[src/rtl/capture_sequencer.sv]
// Arms, triggers and gates a window of lockstep ADC beats into NCHAN readout buffers.
// Optional CAPSEQ_TSTAMP_EN adds a 48-bit beat timestamp latched at the trigger.
module capture_sequencer #(
  parameter int DATA_WIDTH = 128,
  parameter int NCHAN      = 4,
  parameter int LEN_WIDTH  = 16,
  parameter int TRIG_QUAL  = 4
) (
  input  logic                        aclk,
  input  logic                        aresetn,
  input  logic                        arm,
  input  logic                        abort,
  input  logic                        force_trig,
  input  logic                        trigger,
  input  logic [LEN_WIDTH-1:0]        capture_len,
  input  logic [NCHAN*DATA_WIDTH-1:0] s_axis_tdata,
  input  logic                        s_axis_tvalid,
  output logic                        s_axis_tready,
  output logic [NCHAN*DATA_WIDTH-1:0] m_axis_tdata,
  output logic [NCHAN-1:0]            m_axis_tvalid,
  input  logic [NCHAN-1:0]            m_axis_tready,
  output logic                        busy,
  output logic                        done,
  output logic                        overflow,
  output logic [LEN_WIDTH-1:0]        beat_count
`ifdef CAPSEQ_TSTAMP_EN
  ,
  output logic [47:0]                 trig_tstamp
`endif
);
  localparam int QW = $clog2(TRIG_QUAL + 1);

  typedef enum logic [1:0] {IDLE, ARMED, CAPTURE, DONE} state_t;

  state_t         state;
  logic [QW-1:0]  qual;
  logic [LEN_WIDTH-1:0] len;
  logic           qual_hit;
  logic           trig_go;
  logic           take;

  assign s_axis_tready = 1'b1;
  assign busy = (state == ARMED) || (state == CAPTURE);
  assign done = (state == DONE);

  // The beat that completes qualification is itself the first captured beat.
  assign qual_hit = (state == ARMED) && s_axis_tvalid && trigger &&
                    (qual == QW'(TRIG_QUAL - 1));
  assign trig_go  = (state == ARMED) && (force_trig || qual_hit);
  assign take     = s_axis_tvalid && ((state == CAPTURE) || trig_go);

  always_ff @(posedge aclk or negedge aresetn) begin
    if (!aresetn) begin
      state         <= IDLE;
      qual          <= '0;
      len           <= LEN_WIDTH'(1);
      beat_count    <= '0;
      overflow      <= 1'b0;
      m_axis_tvalid <= '0;
      m_axis_tdata  <= '0;
    end else begin
      m_axis_tvalid <= '0;
      // Refused beats are dropped, not retried; buffers stay beat-aligned.
      if (|(m_axis_tvalid & ~m_axis_tready)) overflow <= 1'b1;
      if (abort) begin
        state <= IDLE;
      end else begin
        case (state)
          IDLE, DONE: begin
            if (arm) begin
              state      <= ARMED;
              len        <= (capture_len == '0) ? LEN_WIDTH'(1) : capture_len;
              overflow   <= 1'b0;
              beat_count <= '0;
              qual       <= '0;
            end
          end
          ARMED: begin
            if (trig_go) state <= CAPTURE;
            else if (s_axis_tvalid) qual <= trigger ? qual + 1'b1 : '0;
          end
          default: ;
        endcase
        if (take) begin
          m_axis_tvalid <= '1;
          m_axis_tdata  <= s_axis_tdata;
          beat_count    <= beat_count + 1'b1;
          if (beat_count + 1'b1 == len) state <= DONE;
        end
      end
    end
  end

`ifdef CAPSEQ_TSTAMP_EN
  logic [47:0] ts_cnt;

  always_ff @(posedge aclk or negedge aresetn) begin
    if (!aresetn) begin
      ts_cnt      <= '0;
      trig_tstamp <= '0;
    end else begin
      if (s_axis_tvalid) ts_cnt <= ts_cnt + 1'b1;
      if (trig_go && !abort) trig_tstamp <= ts_cnt;
    end
  end
`endif

endmodule

[config.mk]
export PLATFORM = sky130hd
export DESIGN_NAME = capture_sequencer
export DESIGN_NICKNAME = d
export VERILOG_FILES = /design/src/rtl/capture_sequencer.sv
export SDC_FILE = /design/constraint.sdc
export NUM_CORES = 1
export LEC_CHECK = 0
export ABC_AREA = 1
export CORE_AREA = 5 5 418 420
export DETAILED_ROUTE_END_ITERATION = 8
export DIE_AREA = 0 0 423 425
export PLACE_DENSITY_LB_ADDON = 0.2
export SYNTH_ARGS = -nofsm -noshare
export SYNTH_HDL_FRONTEND = slang
export SYNTH_SLANG_ARGS = --single-unit
[constraint.sdc]
create_clock -name aclk -period 5.9 [get_ports aclk]
set_input_delay 0.59 -clock aclk [delete_from_list [all_inputs] [get_ports aclk]]
set_output_delay 0.59 -clock aclk [all_outputs]
set_load 0.05 [all_outputs]
* After elaboration in Yosys (flattened, before gate mapping) *
Cells that the tools add are included.

cells by class
  add/sub/neg operators = 2
  equality and inequality tests = 8
  bitwise operators = 3
  reductions and logical operators = 19
  multiplexer cells = 21

operators by type and width
  operator                                              number
  2-to-1 mux 16 bit                                     4
  adder 16 x 1 -> 16 bit (second input constant)        1
  equality test 16 bit                                  1
  zero test 16 bit                                      1
  2-to-1 mux 3 bit                                      4
  2-to-1 mux 2 bit                                      5
  2-to-1 mux 4 bit                                      2
  inequality test 2 bit (second input constant)         3
  case mux 3 bit (2 select lines)                       1
  AND reduction 3 bit                                   2
  nonzero test 2 bit                                    3
  logical AND 1 bit                                     5
  AND reduction 5 bit                                   1
  bitwise AND 4 bit                                     1
  equality test 2 bit (second input constant)           2
  2-to-1 mux 1 bit                                      4
  NOT 4 bit                                             1
  case mux 2 bit (2 select lines)                       1
  OR reduction 4 bit                                    1
  adder 3 x 1 -> 3 bit (second input constant)          1
  equality test 3 x 2 -> 1 bit (second input constant)  1
  logical OR 1 bit                                      3
  equality test 2 x 1 -> 1 bit (second input constant)  1
  zero test 2 bit                                       1
  other kinds (3)                                       3

word-level totals
  word-level logic and storage cells = 60
  register bits = 554
  output and inout bits = 536

* Logic depth before layout (Yosys ltp) *
  word-level depth = 11
  mapped depth = 13
  depth with buffers taken out = 13

* Worst setup path after synthesis *
Ideal clock, no wire load.

  kind = register to register
  start = reg state[0]
  end = reg qual[0]
  required time = 5.816 ns
  slack = 3.899 ns
  clock period less this slack = 2.001 ns
  cell stages (with the launch flop) = 8
  arrival time = 1.918 ns
  cells stage by stage = dfrtp_1 -> inv_1 -> ha_1 -> inv_1 -> nor2_1 -> a2111oi_0 -> nand4_1 -> o21ai_0

on the way
  cells in the longest elaborated chain, start to end = 8
  elaborated cells between the ends (all ways) = 15
  those cells by class = 5 x eq/ne; 1 x mux; 9 x reduce/logical

ends and longest elaborated chain
  item                                    line        source
  from (decl)                             35          state_t state;
  from (signal assigned)                  54          state <= IDLE;
  from (signal assigned)                  66          state <= IDLE;
  from (signal assigned)                  71          state <= ARMED;
  equality test 2 x 1 -> 1 bit            47, 49, 68
  logical AND 1 bit (3 in series)         47          assign qual_hit = (state == ARMED) && s_axis_tvalid && trigger &&
  logical OR 1 bit                        49          assign trig_go = (state == ARMED) && (force_trig || qual_hit);
  logical AND 1 bit                       49
  inequality test 2 bit (no source line)  --
  AND reduction 5 bit (no source line)    --
  to (signal assigned)                    80          else if (s_axis_tvalid) qual <= trigger ? qual + 1'b1 : '0;
  to (decl)                               36          logic [QW-1:0] qual;

Parallel ways exist; a longest one is shown, timed or not.
A chain may end at the register's enable or synchronous reset.

* Final worst setup path *
  start = reg qual[0]
  end = reg m_axis_tdata[461]

on the way
  cells in the longest elaborated chain, start to end = 7

ends and longest elaborated chain
  item                                  line  source
  equality test 3 x 2 -> 1 bit          48    (qual == QW'(TRIG_QUAL - 1));
  logical AND 1 bit                     47
  logical OR 1 bit                      49
  logical AND 1 bit                     49
  logical OR 1 bit                      50    assign take = s_axis_tvalid && ((state == CAPTURE) || trig_go);
  logical AND 1 bit                     50
  AND reduction 2 bit (no source line)  --
  to (signal assigned)                  86    m_axis_tdata <= s_axis_tdata;
  to (decl)                             19    output logic [NCHAN*DATA_WIDTH-1:0] m_axis_tdata,

Every way passes these cells.

==> out/results.ini <==
[clock_network]
numCtsBuffers = 79
clock_latency_ps = 680
cts_hold_buffers = 1
cts_setup_buffers = 0
path_clk_slew_ps = 60
cts_resized = 0
clock_path_buffers = 3
clock-sinks = 551
cts_tree = built
htreeDepth = 3
root_buffer = clkbuf_16

[critical_path]
crit_path_end_kind = flip-flop
worstPathMaxFanout = 198
rr_worst_depth = 12
r2r-start = qual[0]
crit_type = reg2reg
required_ps = 6510
start_kind = flip-flop
rrSetupSlack_ps = 2550
crit_arrival_ps = 3960
worstReg2RegEnd = m_axis_tdata[461]

[place]
dp_hpwl_um = 96800
placed_area_mm2 = 0.0348
portBuffers = 1073
dpl_worst_slack_ps = 2250
post-place-cells = 5710
routabilityCongestion = 0.849

[power]
switchingPower_w = 0.0109
p_int_w = 0.0117
comb_power_share_pct = 51.1
powerDensity_mw_per_mm2 = 603
leakagePower_nw = 17.4
pwr-share-clk_pct = 21.2
pwr-share-seq_pct = 27.8
ir_drop_uv = 265
sw_frac_of_total_pct = 48.1

[drt]
drt-initial-drc-count = 1262
first_pass_iters = 5
vias = 20100
via_per_inst = 3.43
wl_met1_um = 49300
ant_nets = 0
routed_wl_um = 126000
routed.top_layer = met5
met3_length_um = 8840
wl_per_cell_um = 21.5
wl_met2_um = 63700
drc = 0

[sta]
slew_headroom_pct = 11.6
setup_ws_ps = 2550
drv_slew = 0
fin_crit_sh_pct = 56.8
period_minus_slack_ps = 3350
fin_setup_tns_ps = 0
worst_slew_pin_slew_ps = 1330
final_hold_viol_count = 0
rsz0062_at_grt = false
setup_viol = 0
max_freq_mhz = 298
fin_skew_ps = 21.1

[logic_synthesis]
syn_nets = 3040
avgSynthCellArea_um2 = 8.69
yosysWarnings = 0
yosysSeqAreaShare_pct = 63.6
syn_inst = 2495
synth_seq_cells = 551
yosysUniqueCellTypes = 38
synthesis.area_mm2 = 0.0217

[finish]
nets = 4104
instances_no_fill = 5863
final_area_mm2 = 0.0374
area_growth_pct = 72.6
drive_above_1_share_pct = 4.71

[min_path]
min_from = s_axis_tdata[156]
hold_end = m_axis_tdata[156]
min_path_type = in2reg
hold_depth = 3

[outcome]
status = finished, final reports clean

[floorplan]
die_w_um = 423
dieArea_mm2 = 0.180
rows = 152
num_io_pins = 1075
die_h_um = 425
core_mm2 = 0.171
start_util_pct = 12.7

[global_routing]
grt_pass1_vias = 20900
overflow = 0
grt_antenna_before_repair = 44
grt_use_total_pct = 13.5
grt_start_max_net_pins = 199
grt_pass1_wl_um = 172000

[run]
cap_violations = 0

[through the flow]
step / util, % / total power [W] / hold WS [ps]
6_report: 21.9 / 0.0226 / 437
5_1_grt: 21.9 / 0.0237 / 368
4_1_cts: 21.9 / 0.0231 / 316
3_5_place_dp: 20.4 / 0.0180 / 464
3_3_place_gp: 20.4 / 0.0181 / 461
2_1_floorplan: - / 0.0130 / 294
[power groups by stage]
| stage | clock [W] | sequential, W | combinational [W] |
|---|---|---|---|
| CTS | 0.00504 | 0.00627 | 0.0118 |
| global placement | 0 | 0.00629 | 0.0118 |
| global route | 0.00516 | 0.00648 | 0.0121 |
| floorplan | 0 | 0.0116 | 0.00141 |
| detailed placement | 0 | 0.00629 | 0.0117 |
| finish | 0.00478 | 0.00627 | 0.0115 |
[sequential cells by signal, summed over array words and instances, names as in the netlist]
register,cells
m_axis_tvalid,1
overflow,1
beat_count,16
state,2
m_axis_tdata,512
qual,3
len,16
[area by class of cell]
cell class	count	area [um^2]
fill	18800	133000
sequential	551	13800
timing repair buffer	1105	11100
multi-input combinational	1781	7000
tap	2233	2790
clock buffer	106	2260
clock inverter	28	270
inverter	41	170
antenna	18	45.0
[critical path: stages, from the launching register on]
cell     delay [ps]
dfrtp_1         370
ha_1            160
ha_1            190
a31o_1          190
nand2_2          80
nand2_1          80
nand2_2          90
inv_2           310
nand2_8         200
inv_16          400
buf_4           380
nand2_1         170
nand2_1          90
[routing by layer]
layer  up-vias  global-route usage [%]
li1       9738                       -
met4        22                    5.18
met3       165                    4.53
met1      9583                    15.4
met2       614                    23.5
met5         -                       0
[cell families (layout without fill, tap and decap cells)]
family          Yosys count  in the layout  share of synthesized area, %
flops                   551            551                          63.6
simple gates           1727           1727                          30.5
compound gates           42             42                          1.08
buf+inv                 163           1280                          4.17
xor+xnor                  5              5                         0.329
fa+ha+maj                 6              6                         0.346
other cells               1             19                        0.0173
[cell usage after synthesis, drive strengths merged]
| master | number | share of area (%) |
|---|---|---|
| dfstp | 1 | 0.12 |
| ha | 6 | 0.35 |
| o22ai | 1 | 0.029 |
| a21oi | 6 | 0.14 |
| o21bai | 1 | 0.035 |
| inv | 41 | 0.72 |
| nor2 | 30 | 0.59 |
| nor4 | 4 | 0.12 |
| a22oi | 1 | 0.035 |
| clkbuf | 3 | 0.058 |
| xnor3 | 2 | 0.21 |
| xnor2 | 1 | 0.040 |
| dfrtp | 550 | 63 |
| nand3 | 28 | 0.65 |
| o21ai | 27 | 0.62 |
| a2111oi | 1 | 0.040 |
| a31o | 1 | 0.040 |
| nand4 | 14 | 0.40 |
| xor2 | 2 | 0.081 |
| o211ai | 1 | 0.035 |
| buf | 119 | 3.4 |
| nor3 | 1 | 0.023 |
| o31ai | 3 | 0.10 |
| or2 | 1 | 0.029 |
| conb | 1 | 0.017 |
| nand2 | 1646 | 29 |
| nand3b | 3 | 0.10 |
[worst max path at each step]
stage | slack, ps | to | from
after floorplan | 3900 | qual[0] | state[0]
after global placement | 2300 | m_axis_tdata[112] | s_axis_tvalid
after CTS | 2550 | m_axis_tdata[111] | qual[0]
after global routing | 2340 | m_axis_tdata[118] | qual[0]
final | 2550 | m_axis_tdata[461] | qual[0]
after detailed placement | 2250 | m_axis_tdata[461] | s_axis_tvalid
[placed cells by master (no fill, tap or decap), types with 4 or more instances in the layout]
cell type        count
inv_1               38
clkinv_2            17
nand4_1             14
nor2_1              25
nor2_2               4
nand3_1             28
dfrtp_1            550
clkbuf_8            16
o21ai_1             13
bufinv_16            4
o21ai_0             14
nand2_1           1642
buf_12               9
nor4_1               4
clkbuf_1            10
diode_2             18
buf_4               22
clkbuf_16           80
ha_1                 6
a21oi_1              6
clkdlybuf4s50_1   1072
Note: power is estimated with default switching activity, not from simulation.
